==> src/rtl/freq_sel_pkg.sv <==
// Shared types and constants for the clock-mode selector.
package freq_sel_pkg;

    localparam int MODE_W = 3;
    localparam logic [MODE_W-1:0] MODE_MIN = 3'd0;
    localparam logic [MODE_W-1:0] MODE_MAX = 3'd7;

    typedef enum logic [1:0] {
        IDLE     = 2'd0,
        ISSUE    = 2'd1,
        WAIT_ACK = 2'd2,
        ERR      = 2'd3
    } fsm_state_t;

endpackage

==> src/rtl/freq_sel_ctrl_if.sv <==
// Handshake between the mode selector and the downstream clock manager,
// plus the selector's status flags.
interface freq_sel_ctrl_if;
    import freq_sel_pkg::*;

    logic [MODE_W-1:0] prog_in;   // requested mode index
    logic              update;    // one-cycle load strobe
    logic [MODE_W-1:0] prog_out;  // mode the clock manager is generating
    logic              busy;
    logic              err;
    logic              limit;

    // Selector side
    modport master (
        output prog_in, update, busy, err, limit,
        input  prog_out
    );

    // Clock manager / observer side
    modport slave (
        input  prog_in, update, busy, err, limit,
        output prog_out
    );

endinterface

==> src/rtl/freq_sel_ctrl_btn_debounce.sv <==
// Push-button conditioning: 2-flop synchronizer, stability debounce and
// rising-edge (press) detection on the debounced level.
module btn_debounce #(
    parameter int DEBOUNCE_CNT = 1000000
) (
    input  logic clk,
    input  logic rst,
    input  logic btn,
    output logic press
);

    localparam int CNT_W = (DEBOUNCE_CNT > 1) ? $clog2(DEBOUNCE_CNT) : 1;

    logic             sync_p0;
    logic             sync_p1;
    logic             stable;
    logic             stable_dly;
    logic [CNT_W-1:0] cnt;

    // Two-stage synchronizer for the raw asynchronous button
    always_ff @(posedge clk or posedge rst) begin
        if (rst) begin
            sync_p0 <= 1'b0;
            sync_p1 <= 1'b0;
        end else begin
            sync_p0 <= btn;
            sync_p1 <= sync_p0;
        end
    end

    // Accept a new level only after it has disagreed with the stable level
    // for DEBOUNCE_CNT consecutive cycles; any agreement restarts the count
    always_ff @(posedge clk or posedge rst) begin
        if (rst) begin
            stable     <= 1'b0;
            stable_dly <= 1'b0;
            cnt        <= '0;
        end else begin
            stable_dly <= stable;
            if (sync_p1 == stable) begin
                cnt <= '0;
            end else if (cnt == CNT_W'(DEBOUNCE_CNT - 1)) begin
                stable <= sync_p1;
                cnt    <= '0;
            end else begin
                cnt <= cnt + CNT_W'(1);
            end
        end
    end

    // Both operands are registers, so the press pulse is glitch-free
    assign press = stable & ~stable_dly;

endmodule

==> src/rtl/freq_sel_ctrl.sv <==
// Button-driven clock-mode selector: debounced up/down presses step the
// requested mode, strobe it to the clock manager and wait for it to be
// reflected back, flagging a sticky error if it never is.
module freq_sel_ctrl
    import freq_sel_pkg::*;
#(
    parameter int DEBOUNCE_CNT = 1000000,
    parameter int ACK_TIMEOUT  = 16
) (
    input  logic                   clk,
    input  logic                   rst,
    input  logic                   btn_up,
    input  logic                   btn_down,
    freq_sel_ctrl_if.master        bus
);

    localparam int TMR_W = (ACK_TIMEOUT > 1) ? $clog2(ACK_TIMEOUT) : 1;

    logic              up_ev;
    logic              dn_ev;
    fsm_state_t        state;
    logic [MODE_W-1:0] sel;
    logic [TMR_W-1:0]  timer;
    logic              update;
    logic              busy;
    logic              err;
    logic              limit;

    btn_debounce #(.DEBOUNCE_CNT(DEBOUNCE_CNT)) u_db_up (
        .clk   (clk),
        .rst   (rst),
        .btn   (btn_up),
        .press (up_ev)
    );

    btn_debounce #(.DEBOUNCE_CNT(DEBOUNCE_CNT)) u_db_down (
        .clk   (clk),
        .rst   (rst),
        .btn   (btn_down),
        .press (dn_ev)
    );

    // Request sequencer: accept a single press, issue it, then wait for the
    // clock manager to echo the mode or time out; presses while busy are dropped
    always_ff @(posedge clk or posedge rst) begin
        if (rst) begin
            state  <= IDLE;
            sel    <= MODE_MIN;
            timer  <= '0;
            update <= 1'b0;
            busy   <= 1'b0;
            err    <= 1'b0;
            limit  <= 1'b0;
        end else begin
            update <= 1'b0;
            limit  <= 1'b0;
            unique case (state)
                IDLE, ERR: begin
                    if (up_ev && !dn_ev) begin
                        if (sel != MODE_MAX) begin
                            sel    <= sel + MODE_W'(1);
                            state  <= ISSUE;
                            update <= 1'b1;
                            busy   <= 1'b1;
                        end else begin
                            limit <= 1'b1;
                        end
                    end else if (dn_ev && !up_ev) begin
                        if (sel != MODE_MIN) begin
                            sel    <= sel - MODE_W'(1);
                            state  <= ISSUE;
                            update <= 1'b1;
                            busy   <= 1'b1;
                        end else begin
                            limit <= 1'b1;
                        end
                    end
                end
                ISSUE: begin
                    state <= WAIT_ACK;
                    timer <= '0;
                end
                WAIT_ACK: begin
                    if (bus.prog_out == sel) begin
                        state <= IDLE;
                        err   <= 1'b0;
                        busy  <= 1'b0;
                    end else if (timer == TMR_W'(ACK_TIMEOUT - 1)) begin
                        state <= ERR;
                        err   <= 1'b1;
                        busy  <= 1'b0;
                    end else begin
                        timer <= timer + TMR_W'(1);
                    end
                end
                default: state <= IDLE;
            endcase
        end
    end

    assign bus.prog_in = sel;
    assign bus.update  = update;
    assign bus.busy    = busy;
    assign bus.err     = err;
    assign bus.limit   = limit;

endmodule

==> src/flat_wrapper.sv <==
// flat-port wrapper written by rule: the top's interface ports become plain ports
module freq_sel_ctrl_flat import freq_sel_pkg::*;
#(
    parameter int DEBOUNCE_CNT = 1000000,
    parameter int ACK_TIMEOUT  = 16
)
  (clk, rst, btn_up, btn_down, bus_prog_in, bus_update, bus_busy, bus_err, bus_limit, bus_prog_out);
  freq_sel_ctrl_if bus_i ();
  input  logic clk;
  input  logic rst;
  input  logic btn_up;
  input  logic btn_down;
  output wire logic [$bits(bus_i.prog_in)-1:0] bus_prog_in;
  output wire logic [$bits(bus_i.update)-1:0] bus_update;
  output wire logic [$bits(bus_i.busy)-1:0] bus_busy;
  output wire logic [$bits(bus_i.err)-1:0] bus_err;
  output wire logic [$bits(bus_i.limit)-1:0] bus_limit;
  input wire logic [$bits(bus_i.prog_out)-1:0] bus_prog_out;
  assign bus_prog_in = bus_i.prog_in;
  assign bus_update = bus_i.update;
  assign bus_busy = bus_i.busy;
  assign bus_err = bus_i.err;
  assign bus_limit = bus_i.limit;
  assign bus_i.prog_out = bus_prog_out;
  freq_sel_ctrl #(.DEBOUNCE_CNT(DEBOUNCE_CNT), .ACK_TIMEOUT(ACK_TIMEOUT)) u_core (.clk(clk), .rst(rst), .btn_up(btn_up), .btn_down(btn_down), .bus(bus_i));
endmodule
==> config.mk <==
export PLATFORM = sky130hd
export DESIGN_NAME = freq_sel_ctrl_flat
export DESIGN_NICKNAME = d
export VERILOG_FILES = /design/src/rtl/freq_sel_pkg.sv /design/src/rtl/freq_sel_ctrl_if.sv /design/src/rtl/freq_sel_ctrl_btn_debounce.sv /design/src/rtl/freq_sel_ctrl.sv /design/src/flat_wrapper.sv
export SDC_FILE = /design/constraint.sdc
export NUM_CORES = 1
export LEC_CHECK = 0
export CORE_MARGIN = 4
export CORE_UTILIZATION = 55
export CTS_BUF_LIST = sky130_fd_sc_hd__clkbuf_8
export CTS_CLUSTER_DIAMETER = 30
export CTS_CLUSTER_SIZE = 40
export DETAILED_ROUTE_END_ITERATION = 10
export PLACE_DENSITY_LB_ADDON = 0.05
export SLEW_MARGIN = 15
export SYNTH_ARGS = -nofsm -noshare
export SYNTH_HDL_FRONTEND = slang
export SYNTH_SLANG_ARGS = --single-unit
==> constraint.sdc <==
create_clock -name clk -period 2.1 [get_ports clk]
set_input_delay 0.315 -clock clk [delete_from_list [all_inputs] [get_ports clk]]
set_output_delay 0.315 -clock clk [all_outputs]
set_load 0.005 [all_outputs]
==> impl_metrics.ini, run 1 <==
[global_routing]
grt_antenna_before_repair = 0
grt_pass1_vias = 2241
grt_pass1_wl_um = 10100
gr-total-overflow = 0
grt_use_total_pct = 19.2
grt_start_max_net_pins = 46

[drt]
first_pass_iters = 4
routedWlPerCell_um = 14.1
wl_met2_um = 2690
finalWirelength_um = 5770
met3_length_um = 215
wl_met1_um = 2820
antenna_left = 0
routed-via-count = 2305
routed_via_density = 5.64
topRoutingLayerUsed = met4
drc_errors = 0
drt_iter0_drc = 121

[synthesis]
ys_ff_latch = 61
synth-seq-area-share_pct = 49.9
synth-edff-count = 0
synth_cells = 308
ys_top_cells_by_area = dfrtp_1 50%, xnor2_1 6.3%, nor2_1 4.3%, nand3_1 3.3%, xor2_1 2.9%
ys_async_sr_fraction_pct = 100
syn-num-nets = 322
synth_top_flop_cell = dfrtp_1
yosys_warnings = 0
synth_top_area_share_pct = 49.9
yosysUniqueCellTypes = 48
yosysTopAreaCell = dfrtp_1
netlist_area_um2 = 3060
syn_area_per_cell_um2 = 9.94

[floorplanning]
start_util_pct = 58.5
die_height_um = 82.6
dieArea_um2 = 6820
die_x_um = 82.6
core_um2 = 5240
rows = 26
io_pins = 14

[worst_setup_path]
cp.arrival_ns = 2.19
start_kind = register
cp-end-kind = register
crit_type = reg2reg
cp_max_fo = 6
critPathRequiredTime_ns = 2.36

[pwr]
ir_drop_mv = 0.482
power_leakage_nw = 1.46
power.density_nw_per_um2 = 658
p_total_w = 0.00233

[worst_hold_path]
hold_path.class = in2async

[sta]
post-route-period-util_pct = 92.2
hold_violations = 0
tightest_slew_ns = 0.475
final.setup_skew_ns = 0.0101
finalCriticalPeriod_ns = 1.94
worst_slack_ns = 0.164
fmax_mhz = 516
rsz0062_at_grt = no
setup_tns_ns = 0
setup_violations = 0
relSlewSlack_pct = 67.5
drv_slew = 0

[clock_tree]
cts_setup_buffers = 0
clock-sinks = 61
clockBufferDepth = 2
cts_inserted_buffers = 9
cts_tree = built
cts_max_level = 3
clk_latency_ns = 0.33
ctsHoldBuffers = 0
ctsResizeCount = 0
clk_pin_slew_ns = 0.07
clockRootBuffer = clkbuf_8

[layout]
areaGrowthSynthToFinish_pct = 15.6
final_cell_mix = 61 x dfrtp_1, 35 x nor2_1, 22 x xnor2_1
drive_above_1_share_pct = 10.6
layout_commonest_cell = dfrtp_1
antennaDiodeCount = 0
fin_nets = 349

[placed_design]
portBuffers = 13
gp_congestion = 0.897
place_ws_ns = 0.160
hpwlAfterDp_um = 4000

[run]
maxCapViolCount = 0

[run_status]
outcome = finished clean
## worst max-delay path: stages (launching register included)
cell and delay (ns):
dfrtp_1 0.38, ha_1 0.19, nand3_1 0.17, or3_1 0.49
or4_1 0.49, a21oi_1 0.15
## area by class of cell
type	count	area (um^2)
fill	405	1700
sequential	61	1530
multi-input combinational	224	1450
timing repair buffer	23	218
clock buffer	11	151
tap	70	87.6
inverter	16	60.1
clock inverter	4	47.5
## stage by stage
stage / hold slack [ns] / cell area (um^2) / utilization [%] / std cells
floorplan: 0.331 / 3060 / - / 308
global placement: 0.334 / 3340 / 63.8 / 394
detailed placement: 0.342 / 3340 / 63.8 / 394
CTS: 0.269 / 3540 / 67.6 / 409
global route: 0.286 / 3540 / 67.6 / 409
finish: 0.270 / 3540 / 67.6 / 409
## cell families (layout without fill, tap and decap cells)
family / count (synthesis) / after routing / synth area share, %
buffers and inverters: 23 / 54 / 2.98
adder cells (fa/ha/maj): 7 / 7 / 3.11
multiplexers: 6 / 6 / 2.08
XOR/XNOR: 32 / 32 / 9.15
AND/OR/NAND/NOR: 135 / 135 / 23.5
AO/OA/AOI/OAI: 44 / 44 / 9.32
flip-flops: 61 / 61 / 49.9
## Yosys cell counts (2+ instances only)
master / number
xor2_1: 10
or3_1: 7
xnor2_1: 22
ha_1: 6
nand2_1: 19
o22a_1: 3
nand2b_1: 2
mux2_2: 3
nor2_1: 35
nor4bb_1: 2
and3_1: 6
mux2i_1: 3
nor3_1: 8
or2_2: 2
nand4_1: 7
a31oi_1: 3
nor4_1: 9
dfrtp_1: 61
inv_1: 16
nor2b_1: 2
a21oi_1: 15
buf_2: 4
o21ai_0: 5
nand3_1: 20
clkbuf_1: 3
o31ai_1: 7
or4_1: 7
## registers in the layout, indices dropped and copies added (netlist names)
register	cells
u_core.u_db_up.sync_p0	1
u_core.u_db_down.sync_p0	1
u_core.bus.prog_in	3
u_core.u_db_down.stable	1
u_core.u_db_down.sync_p1	1
u_core.bus.update	1
u_core.u_db_down.stable_dly	1
u_core.u_db_up.stable_dly	1
u_core.bus.err	1
u_core.timer	4
u_core.u_db_up.cnt	20
u_core.u_db_up.stable	1
u_core.bus.limit	1
u_core.bus.busy	1
u_core.u_db_up.sync_p1	1
u_core.u_db_down.cnt	20
u_core.state	2
## worst paths after layout
kind	end	slack, ns	cells past startpoint	start
worst max-delay path	u_core.u_db_down.cnt[18]	0.16	5	u_core.u_db_down.cnt[0]
worst min-delay path	u_core.timer[3]	0.27	2	rst
worst max register to register	u_core.u_db_down.cnt[18]	0.16	5	u_core.u_db_down.cnt[0]
worst min register to register	u_core.u_db_down.sync_p1	0.35	0	u_core.u_db_down.sync_p0
max in group asynchronous	u_core.bus.limit	1.27	3	rst
min in group clk	u_core.u_db_down.sync_p1	0.35	0	u_core.u_db_down.sync_p0
## power by group
part / internal [W] / total (W) / switching (W)
logic: 0.0000337 / 0.0000860 / 0.0000523
registers: 0.00119 / 0.00120 / 0.0000121
clock network: 0.000602 / 0.00104 / 0.000440
## metal layers
layer  global-route usage, %  vias up
li1                        -     1166
met1                    25.4     1094
met2                    30.8       41
met3                    5.53        4
met4                    5.39        0
met5                       0        -
No activity file was read; power rests on OpenSTA's default activity.
==> run 2, diff against run 1 <==
- SLEW_MARGIN: 15 -> 20
==> results of run 2 <==
The final DEF is identical to that of run 1; final timing and power are the same.
